==> src/rtl/scan_pkg.sv <==
// Shared types and constants for the scan select generator and its slot helper.
package scan_pkg;

    localparam int unsigned SLOT_N = 4;
    localparam int unsigned SEL_W  = 2;

    localparam logic [SLOT_N-1:0] ALL_SLOTS = 4'b1111;

    typedef enum logic {
        IDLE = 1'b0,
        RUN  = 1'b1
    } state_t;

endpackage

==> src/rtl/scan_next_slot.sv <==
// Slot sequencing helper: from the current slot and the slot mask, finds the
// next enabled slot (cyclic), the first enabled slot, and whether cur is the pass end.
module scan_next_slot
    import scan_pkg::*;
(
    input  logic [SEL_W-1:0]  cur,
    input  logic [SLOT_N-1:0] mask,
    output logic [SEL_W-1:0]  nxt,
    output logic [SEL_W-1:0]  first,
    output logic              is_last,
    output logic              none_set
);

    // Descending scans leave the lowest qualifying index as the winner.
    always_comb begin
        first   = '0;
        nxt     = '0;
        is_last = 1'b1;
        for (int i = SLOT_N - 1; i >= 0; i--) begin
            if (mask[i]) begin
                first = SEL_W'(i);
            end
        end
        nxt = first;
        for (int i = SLOT_N - 1; i >= 0; i--) begin
            if (mask[i] && (i > int'(cur))) begin
                nxt     = SEL_W'(i);
                is_last = 1'b0;
            end
        end
    end

    assign none_set = (mask == '0);

endmodule

==> src/rtl/scan_sel_gen.sv <==
// Steps a 2-bit decoder select through slots with a programmable dwell per slot.
// Optional build macro SCAN_MASK_EN adds a per-slot enable mask port.
module scan_sel_gen
    import scan_pkg::*;
#(
    parameter int unsigned DWELL_W = 8
) (
    input  logic               clk,
    input  logic               rst_n,
    input  logic               start,
    input  logic               stop,
    input  logic               single,
    input  logic [DWELL_W-1:0] dwell,
`ifdef SCAN_MASK_EN
    input  logic [SLOT_N-1:0]  mask,
`endif
    output logic [SEL_W-1:0]   sel,
    output logic               sel_en,
    output logic               slot_done,
    output logic               pass_done,
    output logic               busy
);

    state_t             state;
    state_t             next_state;
    logic [DWELL_W-1:0] cnt;
    logic               single_q;
    logic               stop_pend;
    logic [SLOT_N-1:0]  slot_mask;
    logic [SEL_W-1:0]   nxt;
    logic [SEL_W-1:0]   first;
    logic               is_last;
    logic               none_set;
    logic               go;
    logic               end_scan;

`ifdef SCAN_MASK_EN
    assign slot_mask = mask;
`else
    assign slot_mask = ALL_SLOTS;
`endif

    scan_next_slot u_next (
        .cur      (sel),
        .mask     (slot_mask),
        .nxt      (nxt),
        .first    (first),
        .is_last  (is_last),
        .none_set (none_set)
    );

    // A stop seen in the final slot cycle ends the scan as if it were already pending.
    assign go       = (state == IDLE) && start && !stop && !none_set;
    assign end_scan = slot_done && (stop || stop_pend || none_set || (single_q && is_last));

    always_ff @(posedge clk or negedge rst_n) begin
        if (!rst_n) begin
            state <= IDLE;
        end else begin
            state <= next_state;
        end
    end

    always_comb begin
        next_state = state;
        case (state)
            IDLE:    if (go)       next_state = RUN;
            RUN:     if (end_scan) next_state = IDLE;
            default:               next_state = IDLE;
        endcase
    end

    always_comb begin
        busy      = 1'b0;
        sel_en    = 1'b0;
        slot_done = 1'b0;
        pass_done = 1'b0;
        if (state == RUN) begin
            busy      = 1'b1;
            sel_en    = 1'b1;
            slot_done = (cnt == '0);
            pass_done = (cnt == '0) && is_last;
        end
    end

    // Slot index, dwell counter and sampled controls.
    always_ff @(posedge clk or negedge rst_n) begin
        if (!rst_n) begin
            sel       <= '0;
            cnt       <= '0;
            single_q  <= 1'b0;
            stop_pend <= 1'b0;
        end else if (state == IDLE) begin
            stop_pend <= 1'b0;
            if (go) begin
                sel      <= first;
                cnt      <= dwell;
                single_q <= single;
            end else begin
                sel <= '0;
                cnt <= '0;
            end
        end else if (slot_done) begin
            if (end_scan) begin
                sel       <= '0;
                cnt       <= '0;
                stop_pend <= 1'b0;
            end else begin
                sel <= nxt;
                cnt <= dwell;
            end
        end else begin
            cnt <= cnt - DWELL_W'(1);
            if (stop) begin
                stop_pend <= 1'b1;
            end
        end
    end

endmodule

==> config.mk <==
export PLATFORM = sky130hd
export DESIGN_NAME = scan_sel_gen
export DESIGN_NICKNAME = d
export VERILOG_FILES = /design/src/rtl/scan_pkg.sv /design/src/rtl/scan_next_slot.sv /design/src/rtl/scan_sel_gen.sv
export SDC_FILE = /design/constraint.sdc
export NUM_CORES = 1
export LEC_CHECK = 0
export ABC_CLOCK_PERIOD_IN_PS = 1850
export BUFFER_PORTS_ARGS = -buffer_cell sky130_fd_sc_hd__buf_2
export CORE_UTILIZATION = 35
export DETAILED_ROUTE_END_ITERATION = 7
export PLACE_DENSITY = 0.64
export SLEW_MARGIN = 0
export SYNTH_ARGS = -nofsm -noshare
export SYNTH_HDL_FRONTEND = slang
export SYNTH_SLANG_ARGS = --single-unit
export TNS_END_PERCENT = 50
==> constraint.sdc <==
create_clock -name clk -period 1.85 [get_ports clk]
set_input_delay 0.185 -clock clk [delete_from_list [all_inputs] [get_ports clk]]
set_output_delay 0.185 -clock clk [all_outputs]
set_load 0.02 [all_outputs]
==> impl_metrics.tcl, run 1 <==
set metrics [dict create \
    nNetsFinal 109 \
    status "complete, no violations" \
    initial_core_util 0.386 \
    hpwl_um 993 \
    hp-start "dwell[6]" \
    hold_path.class "input pin to flop" \
    total_power_mw 0.487 \
    drt-pass1-iter-count 4 \
    synthesis.nets 82 \
    routed_wl_um 1420 \
    synth_top_area_frac 0.468 \
    slew_headroom 0.797 \
    fp.coreArea_mm2 0.00180 \
    syn_area_per_cell_um2 10.7 \
    finalNonFillerCells 116 \
    grt_use_total 0.148 \
    area.sequential_um2 325 \
    worstPathMaxFanout 3 \
    required_ns 1.66 \
    layout_common_cells "18 x buf_2, 13 x dfrtp_1, 7 x nor2_1, 7 x o2bb2ai_1, 6 x inv_1" \
    grt_max_degree 14 \
    synthToLayoutAreaGrowth_pct 32.6 \
    routed_via_density 4.79 \
    ys_seq_elements 13 \
    ant_nets 0 \
    cts-buffers-inserted 3 \
    crit_slowest_cell "dfrtp_1" \
    port_buffers 18 \
    grt_pass1_wl_um 2110 \
    crit_chain "inv_1, ha_4, nor3b_4, nand2_2, nor2_2, and2_1, buf_2" \
    layout-drive-gt1-share 0.396 \
    yosysWarnings 0 \
    die_y_um 46.6 \
    antenna_cells 0 \
    crit_family "simple AND/OR/NAND/NOR gates" \
    rows 15 \
    layout_commonest_cell "buf_2" \
    r2r-end "cnt[7]" \
    cp.arrival_ns 1.61 \
    initialDrtViolationCount 2 \
    tns_ns 0 \
    cts_tree "done" \
    ir_drop_mv 0.359 \
    die-area_mm2 0.00217 \
    p_leak_nw 0.412 \
    fin_crit_ns 1.79 \
    fmax_ghz 0.558 \
    crit_type "flop to primary output" \
    antenna_found_initial 0 \
    holdWs_ns 0.102 \
    max_stage_delay_ns 0.40 \
    min_to "cnt[6]" \
    vias 556 \
    ys_seq_area_frac 0.468 \
    end_kind "primary output" \
    placed_area_um2 822 \
    setup_viol 0 \
    finClkSkew_ns 0.00168 \
    multi_input_area_um2 379 \
    powerDensity_mw_per_mm2 529 \
    fillers 182 \
    grt_pass1_vias 455 \
    cts.sinks 13 \
    htreeDepth 1 \
    clk_pin_slew_ns 0.08 \
    r2r_setup_slack_ns 0.18 \
    worst_slew_pin_slew_ns 0.302 \
    ff2ff_path_depth 5 \
    synth_cell_types 24 \
    slew_violations 0 \
    die_w_um 46.6 \
    cts_buffer_depth 2 \
    final_area_um2 922 \
    yosys.area.top_type "dfrtp_1" \
    max_cap_viol_count 0 \
    whs_path_depth 2 \
    min_period_over_period 0.969 \
    routedWlPerCell_um 12.2 \
    cp_num_cells 7 \
    cts_root_buffer "clkbuf_4" \
    gp_congestion 0.730 \
    dp.cells 108 \
    hold_viol 0 \
    grt_overflow_total 0 \
    syn-instance-count 65 \
    critPathBufInv 2 \
    clk_latency_ns 0.28 \
    startpoint_type "flop" \
    r2r-start "cnt[1]" \
    critPathLaunch "cnt[1]" \
    drc_errors 0 \
    ios 19 \
    syn_area_um2 696 \
    ys_top_cells_by_area "dfrtp_1 47%, o2bb2ai_1 8.8%, ha_1 7.2%, xnor2_1 5.0%, nor2_1 4.3%" \
]
-- flip-flops by register name (all words and copies together), names as in the netlist --
name,flops
sel,2
state,1
single_q,1
stop_pend,1
cnt,8
-- what timing repair did --
action                                  CTS  global route
endpoints found under the hold margin    13             0
gates resized for setup                   4             3
pin swaps                                 0             0
setup buffers                             1             2
hold buffers                              1             0
endpoints found under the setup margin    2             1
-- per-stage QoR --
| step | utilization | setup WS, ns |
|---|---|---|
| after floorplan | - | 0.0234 |
| after global placement | 0.456 | 0.200 |
| after detailed placement | 0.456 | 0.146 |
| after CTS | 0.492 | 0.0148 |
| after global routing | 0.512 | -0.0463 |
| final | 0.512 | 0.0579 |
-- worst reg2reg max path: cells and delay by family (launching register included) --
kind | cells | cell delay [ns]
multiplexers | 1 | 0.25
flip-flops | 1 | 0.40
buffers and inverters | 1 | 0.14
AO/OA/AOI/OAI | 1 | 0.08
AND/OR/NAND/NOR | 2 | 0.70
-- how the worst max path moves through the flow --
stage | end | slack, ns
2_1_floorplan | pass_done | 0.02
3_3_place_gp | pass_done | 0.20
3_5_place_dp | pass_done | 0.15
4_1_cts | pass_done | 0.01
5_1_grt | pass_done | -0.05
6_report | pass_done | 0.06
-- area by class of cell --
class | instances | area share
clock buffer | 4 | 0.0285
inverter | 6 | 0.0244
multi-input combinational | 44 | 0.411
sequential | 13 | 0.353
tap | 25 | 0.0339
timing repair buffer | 24 | 0.149
-- cell families after synthesis --
group,share of synthesized area
buffers and inverters,0.0504
XOR/XNOR,0.0629
AO/OA/AOI/OAI,0.138
adder cells (fa/ha/maj),0.0719
AND/OR/NAND/NOR,0.178
flip-flops,0.468
multiplexers,0.0306
-- power by group --
part	total, mW	internal, mW	switching [mW]
clock network	0.182	0.0838	0.0980
registers	0.285	0.285	0.000373
logic	0.0206	0.0108	0.00972
-- cells in the mapped netlist --
master      n
and2_1      1
a211oi_1    1
o2bb2ai_2   1
nand2_1     5
nor4_4      1
xor2_1      1
mux2_2      1
nor4_1      1
xnor2_1     4
nand4_1     1
o2bb2ai_1   7
dfrtp_1    13
ha_1        4
o22ai_1     2
nand3_1     1
nand2_2     1
buf_4       1
or4_4       1
nor3_1      1
buf_2       1
mux2i_1     1
nor2_1      8
nor3b_1     1
inv_1       6
-- metal layers --
layer  vias up  GRT usage  part of all wire
met3         5     0.0353             0.039
met1       260      0.195              0.46
met5         -          0                 0
li1        278          -                 -
met2        13      0.208              0.48
met4         0      0.106             0.025
No activity file was read; power rests on OpenSTA's default activity.
==> inputs of run 2 (changes only) <==
--- a/config.mk
+++ b/config.mk
@@ -9,9 +9,10 @@
 export BUFFER_PORTS_ARGS = -buffer_cell sky130_fd_sc_hd__buf_2
 export CORE_UTILIZATION = 35
 export DETAILED_ROUTE_END_ITERATION = 7
-export PLACE_DENSITY = 0.64
+export PLACE_DENSITY = 0.63
 export SLEW_MARGIN = 0
 export SYNTH_ARGS = -nofsm -noshare
 export SYNTH_HDL_FRONTEND = slang
+export SYNTH_HIERARCHICAL = 1
 export SYNTH_SLANG_ARGS = --single-unit
 export TNS_END_PERCENT = 50
==> impl_metrics.tcl, run 2 <==
set metrics [dict create \
    status "complete, no violations" \
    rows 17 \
    syn_area_um2 857 \
    gp_congestion 0.790 \
    grt_overflow_total 0 \
    synth_top_area_frac 0.380 \
    dp_slack_ns 0.0702 \
    grt_pass1_vias 746 \
    hold_path.class "input pin to flop" \
    hpwl_um 1380 \
    end_kind "primary output" \
    fmax_ghz 0.566 \
    powerDensity_mw_per_mm2 412 \
    startpoint_type "flop" \
    syn_area_per_cell_um2 9.32 \
    syn-instance-count 92 \
    vias 819 \
    cts_root_buffer "clkbuf_4" \
    required_ns 1.66 \
    routed_wl_um 1980 \
    fp.coreArea_mm2 0.00225 \
    layout_common_cells "23 x conb_1, 17 x buf_2, 16 x buf_4" \
    ys_dominant_reg_cell "dfrtp_1" \
    ys_seq_elements 13 \
    largest_register_ffs 8 \
    min_period_over_period 0.955 \
    reg_top3 "cnt: 8 flops, sel: 2 flops" \
    yosys.area.top_type "dfrtp_1" \
    initialDrtViolationCount 22 \
    ir_drop_mv 0.327 \
    clk_latency_ns 0.27 \
    yosysWarnings 6 \
    drc_errors 0 \
    routedWlPerCell_um 11.2 \
    placed_area_mm2 0.00109 \
    setup_viol 0 \
    synth_cell_types 38 \
    ant_nets 0 \
    finClkSkew_ns 0.00210 \
    crit_family "simple AND/OR/NAND/NOR gates" \
    area.sequential_um2 328 \
    cp.arrival_ns 1.58 \
    p_sw_frac 0.235 \
    crit_slowest_cell "dfrtp_1" \
    fin_crit_ns 1.77 \
    crit_type "flop to primary output" \
    crit_chain "inv_1, ha_4, nor3b_4, and3_4, and2_1, buf_4" \
    final_area_mm2 0.00123 \
    slew_violations 0 \
    port_buffers 18 \
    multi_input_area_um2 573 \
    holdWs_ns 0.145 \
    max_cap_viol_count 0 \
    routed_via_density 4.63 \
    p_int_mw 0.387 \
    cts_buffer_depth 2 \
    die_y_um 51.5 \
    synthToLayoutAreaGrowth_pct 43.5 \
    fillers 211 \
    drt-pass1-iter-count 4 \
    p_leak_nw 0.631 \
    synth_most_common_cell "inv_1" \
    top_register "cnt" \
    grt_use_total 0.165 \
    async_flop_share 1.00 \
    hold_viol 0 \
    initial_core_util 0.380 \
    die_w_um 51.5 \
    antenna_cells 0 \
    cts.sinks 13 \
    p_sw_mw 0.119 \
    layout-drive-gt1-share 0.329 \
    ios 19 \
    grt_max_degree 14 \
    synth_common_cells "14 x inv_1, 13 x dfrtp_1, 7 x nor2_1, 7 x o22ai_1" \
    nNetsFinal 164 \
    p_comb_frac 0.089 \
    clkPwrFrac 0.348 \
    clk_pin_slew_ns 0.08 \
    cts-buffers-inserted 3 \
    grt_pass1_wl_um 3200 \
    critPathBufInv 2 \
    synth_edf_count 0 \
    layout_commonest_cell "conb_1" \
    die-area_mm2 0.00265 \
    worstPathMaxFanout 4 \
    power_frac_seq 0.563 \
    antenna_found_initial 0 \
    htreeDepth 1 \
    final.setup.worst_slack_ns 0.0825 \
    ys_seq_area_frac 0.380 \
    max_stage_delay_ns 0.39 \
    cts_tree "done" \
    ys_top_cells_by_area "dfrtp_1 38%, inv_1 6.1%, o22ai_1 5.1%, mux2_4 3.5%, nor4b_2 3.5%" \
]
## run 2: through the flow
step | total power, mW | utilization | instances | TNS, ns
floorplan | 0.313 | - | 114 | 0
global placement | 0.332 | 0.485 | 164 | 0
detailed placement | 0.333 | 0.485 | 164 | 0
CTS | 0.512 | 0.511 | 170 | 0
global route | 0.530 | 0.546 | 177 | -0.00551
finish | 0.506 | 0.546 | 177 | 0
## run 2: worst paths after layout
check	from	to	slack, ns	cells after the start
min reg2reg	single_q	single_q	0.51	1
max in group asynchronous	rst_n	cnt[4]	1.28	2
max reg2reg	cnt[1]	cnt[6]	0.10	5
min	single	single_q	0.15	2
min in group asynchronous	rst_n	cnt[5]	0.32	2
max	cnt[1]	pass_done	0.08	6
## run 2: what timing repair did
action / in CTS / in global routing
hold buffers: 1 / 0
gates cloned: 0 / 0
setup endpoints to repair: 2 / 8
gates resized for setup: 4 / 5
endpoints found under the hold margin: 13 / 0
pin swaps: 0 / 1
buffers inserted: 1 / 7
## run 2: logic make-up (layout without fill, tap and decap cells)
| family | Yosys count | in the layout | synth area share |
|---|---|---|---|
| AO/OA/AOI/OAI | 24 | 24 | 0.213 |
| XOR/XNOR | 2 | 2 | 0.0204 |
| adder cells (fa/ha/maj) | 1 | 1 | 0.0146 |
| buffers and inverters | 17 | 52 | 0.0890 |
| flip-flops | 13 | 13 | 0.380 |
| multiplexers | 4 | 4 | 0.0599 |
| other | 1 | 23 | 0.00438 |
| AND/OR/NAND/NOR | 30 | 30 | 0.219 |
## run 2: worst reg2reg max path, cell delays in order (launching register included)
cell	delay (ns)
dfrtp_1	0.39
inv_1	0.10
ha_4	0.16
or3b_1	0.44
or4_1	0.49
o211ai_1	0.10
## run 2: routing by layer
metal | share of wire | vias up | GRT usage
li1 | - | 430 | -
met1 | 0.49 | 374 | 0.221
met3 | 0.028 | 2 | 0.0476
met2 | 0.48 | 13 | 0.253
met4 | 0.0045 | 0 | 0.0495
met5 | 0 | - | 0
## run 2: cell type report
cell class / instances / share of cell area
well taps: 28 / 0.0285
repair buffers: 34 / 0.175
inverters: 14 / 0.0427
flip-flops and latches: 13 / 0.267
multi-input cells: 84 / 0.466
clock buffers: 4 / 0.0214
## run 2: power groups by stage
stage                     sequential [mW]  clock [mW]  combinational (mW)
after detailed placement            0.291           0              0.0427
after global routing                0.285       0.192              0.0533
after CTS                           0.285       0.182              0.0443
final                               0.285       0.176              0.0448
after global placement              0.291           0              0.0416
after floorplan                     0.291           0              0.0221
==> inputs of run 3 (changes only) <==
--- a/config.mk
+++ b/config.mk
@@ -5,7 +5,7 @@
 export SDC_FILE = /design/constraint.sdc
 export NUM_CORES = 1
 export LEC_CHECK = 0
-export ABC_CLOCK_PERIOD_IN_PS = 1850
+export ABC_CLOCK_PERIOD_IN_PS = 2200
 export BUFFER_PORTS_ARGS = -buffer_cell sky130_fd_sc_hd__buf_2
 export CORE_UTILIZATION = 35
 export DETAILED_ROUTE_END_ITERATION = 7
==> constraint.sdc (replaced) <==
create_clock -name clk -period 2.2 [get_ports clk]
set_input_delay 0.22 -clock clk [delete_from_list [all_inputs] [get_ports clk]]
set_output_delay 0.22 -clock clk [all_outputs]
set_load 0.02 [all_outputs]
==> impl_metrics.tcl, run 3 (same netlist as run 2, synthesis figures left out) <==
set metrics [dict create \
    end_kind "primary output" \
    routedWlPerCell_um 10.8 \
    power_frac_seq 0.569 \
    slew_headroom 0.491 \
    rsz0062_at_grt "false" \
    die_w_um 51.5 \
    hold_path.class "input pin to flop" \
    startpoint_type "flop" \
    fillers 238 \
    clk_pin_slew_ns 0.08 \
    p_leak_nw 0.547 \
    grt_max_degree 14 \
    drc_errors 0 \
    ir_drop_mv 0.296 \
    max_cap_viol_count 0 \
    slew_violations 0 \
    nNetsFinal 151 \
    grt_overflow_total 0 \
    p_int_mw 0.326 \
    finalNonFillerCells 164 \
    cts.sinks 13 \
    worst_slew_pin_slew_ns 0.756 \
    port_buffers 18 \
    grt_use_total 0.155 \
    cts_setup_buffers 0 \
    rows 17 \
    setup_viol 0 \
    largest_register_ffs 8 \
    htreeDepth 1 \
    ff2ff_path_depth 5 \
    hpwl_um 1400 \
    finClkSkew_ns 0.00556 \
    grt_pass1_vias 720 \
    die-area_mm2 0.00265 \
    vias 780 \
    hold_viol 0 \
    fmax_ghz 0.512 \
    top_register "cnt" \
    required_ns 1.98 \
    ios 19 \
    dp_slack_ns 0.329 \
    layout_commonest_cell "conb_1" \
    status "complete, no violations" \
    routed_via_density 4.76 \
    antenna_found_initial 0 \
    clk_latency_ns 0.27 \
    fin_crit_ns 1.95 \
    ant_nets 0 \
    p_sw_mw 0.0955 \
    reg_top3 "cnt: 8 flops, sel: 2 flops" \
    initialDrtViolationCount 7 \
    synthToLayoutAreaGrowth_pct 28.0 \
    initial_core_util 0.380 \
    p_comb_frac 0.090 \
    cts-buffers-inserted 3 \
    worstPathMaxFanout 8 \
    layout-drive-gt1-share 0.228 \
    antenna_cells 0 \
    gp_congestion 0.795 \
    cts_root_buffer "clkbuf_4" \
    cts_buffer_depth 2 \
    crit_type "flop to primary output" \
    final.setup.worst_slack_ns 0.248 \
    grt_pass1_wl_um 3060 \
    min_period_over_period 0.887 \
    p_sw_frac 0.227 \
    clkPwrFrac 0.342 \
    layout_common_cells "23 x conb_1, 18 x buf_2, 14 x inv_1" \
    fp.coreArea_mm2 0.00225 \
    routed_wl_um 1780 \
    drt-pass1-iter-count 4 \
    die_y_um 51.5 \
    cts_tree "done" \
    powerDensity_mw_per_mm2 384 \
    dp.cells 159 \
    cp.arrival_ns 1.73 \
    tns_ns 0 \
    whs_path_depth 2 \
]
==> run 3: metal layers <==
| layer | vias up | GRT usage | part of all wire |
|---|---|---|---|
| li1 | 402 | - | - |
| met1 | 355 | 0.204 | 0.47 |
| met2 | 21 | 0.249 | 0.47 |
| met3 | 2 | 0.0446 | 0.044 |
| met4 | 0 | 0.0405 | 0.0068 |
| met5 | - | 0 | 0 |
==> run 3: area by class of cell <==
cell class | instances | area (µm²) | area share
Clock buffer | 4 | 26.3 | 0.0239
Inverter | 14 | 52.6 | 0.0479
Multi-Input combinational cell | 84 | 543 | 0.495
Sequential cell | 13 | 325 | 0.296
Tap cell | 28 | 35.0 | 0.0319
Timing Repair Buffer | 21 | 115 | 0.105
==> run 3: power groups by stage <==
stage	clock network (mW)	logic, mW	registers (mW)
3_5_place_dp	0	0.0360	0.245
4_1_cts	0.150	0.0376	0.240
5_1_grt	0.160	0.0462	0.240
3_3_place_gp	0	0.0354	0.244
6_report	0.144	0.0378	0.240
2_1_floorplan	0	0.0186	0.245
==> run 3: path summary, 6_finish.rpt <==
| path | start | to | slack, ns |
|---|---|---|---|
| hold / removal | single | single_q | 0.19 |
| setup / recovery | cnt[5] | pass_done | 0.25 |
| min in group asynchronous | rst_n | cnt[5] | 0.35 |
| hold reg to reg | cnt[0] | cnt[0] | 0.50 |
| max in group asynchronous | rst_n | cnt[7] | 1.62 |
| setup reg to reg | cnt[0] | sel[1] | 0.32 |
==> run 3: critical path, stage by stage (launching register included) <==
cell,delay [ns]
dfrtp_1,0.46
nor4_1,0.46
and3_1,0.25
and2_1,0.13
buf_2,0.15
==> run 3: metrics by stage <==
step | instance area, µm² | power (mW) | hold WS [ns] | util
after floorplan | 940 | 0.263 | -0.0756 | -
after global placement | 1060 | 0.280 | 0.124 | 0.468
after detailed placement | 1060 | 0.281 | 0.124 | 0.468
after CTS | 1090 | 0.428 | 0.178 | 0.484
after global routing | 1100 | 0.446 | 0.173 | 0.487
final | 1100 | 0.421 | 0.187 | 0.487
==> run 3: repair_timing <==
item	4_1_cts	5_1_grt
gates resized for setup	0	1
hold buffers	1	0
endpoints found under the hold margin	13	0
endpoints found under the setup margin	0	1
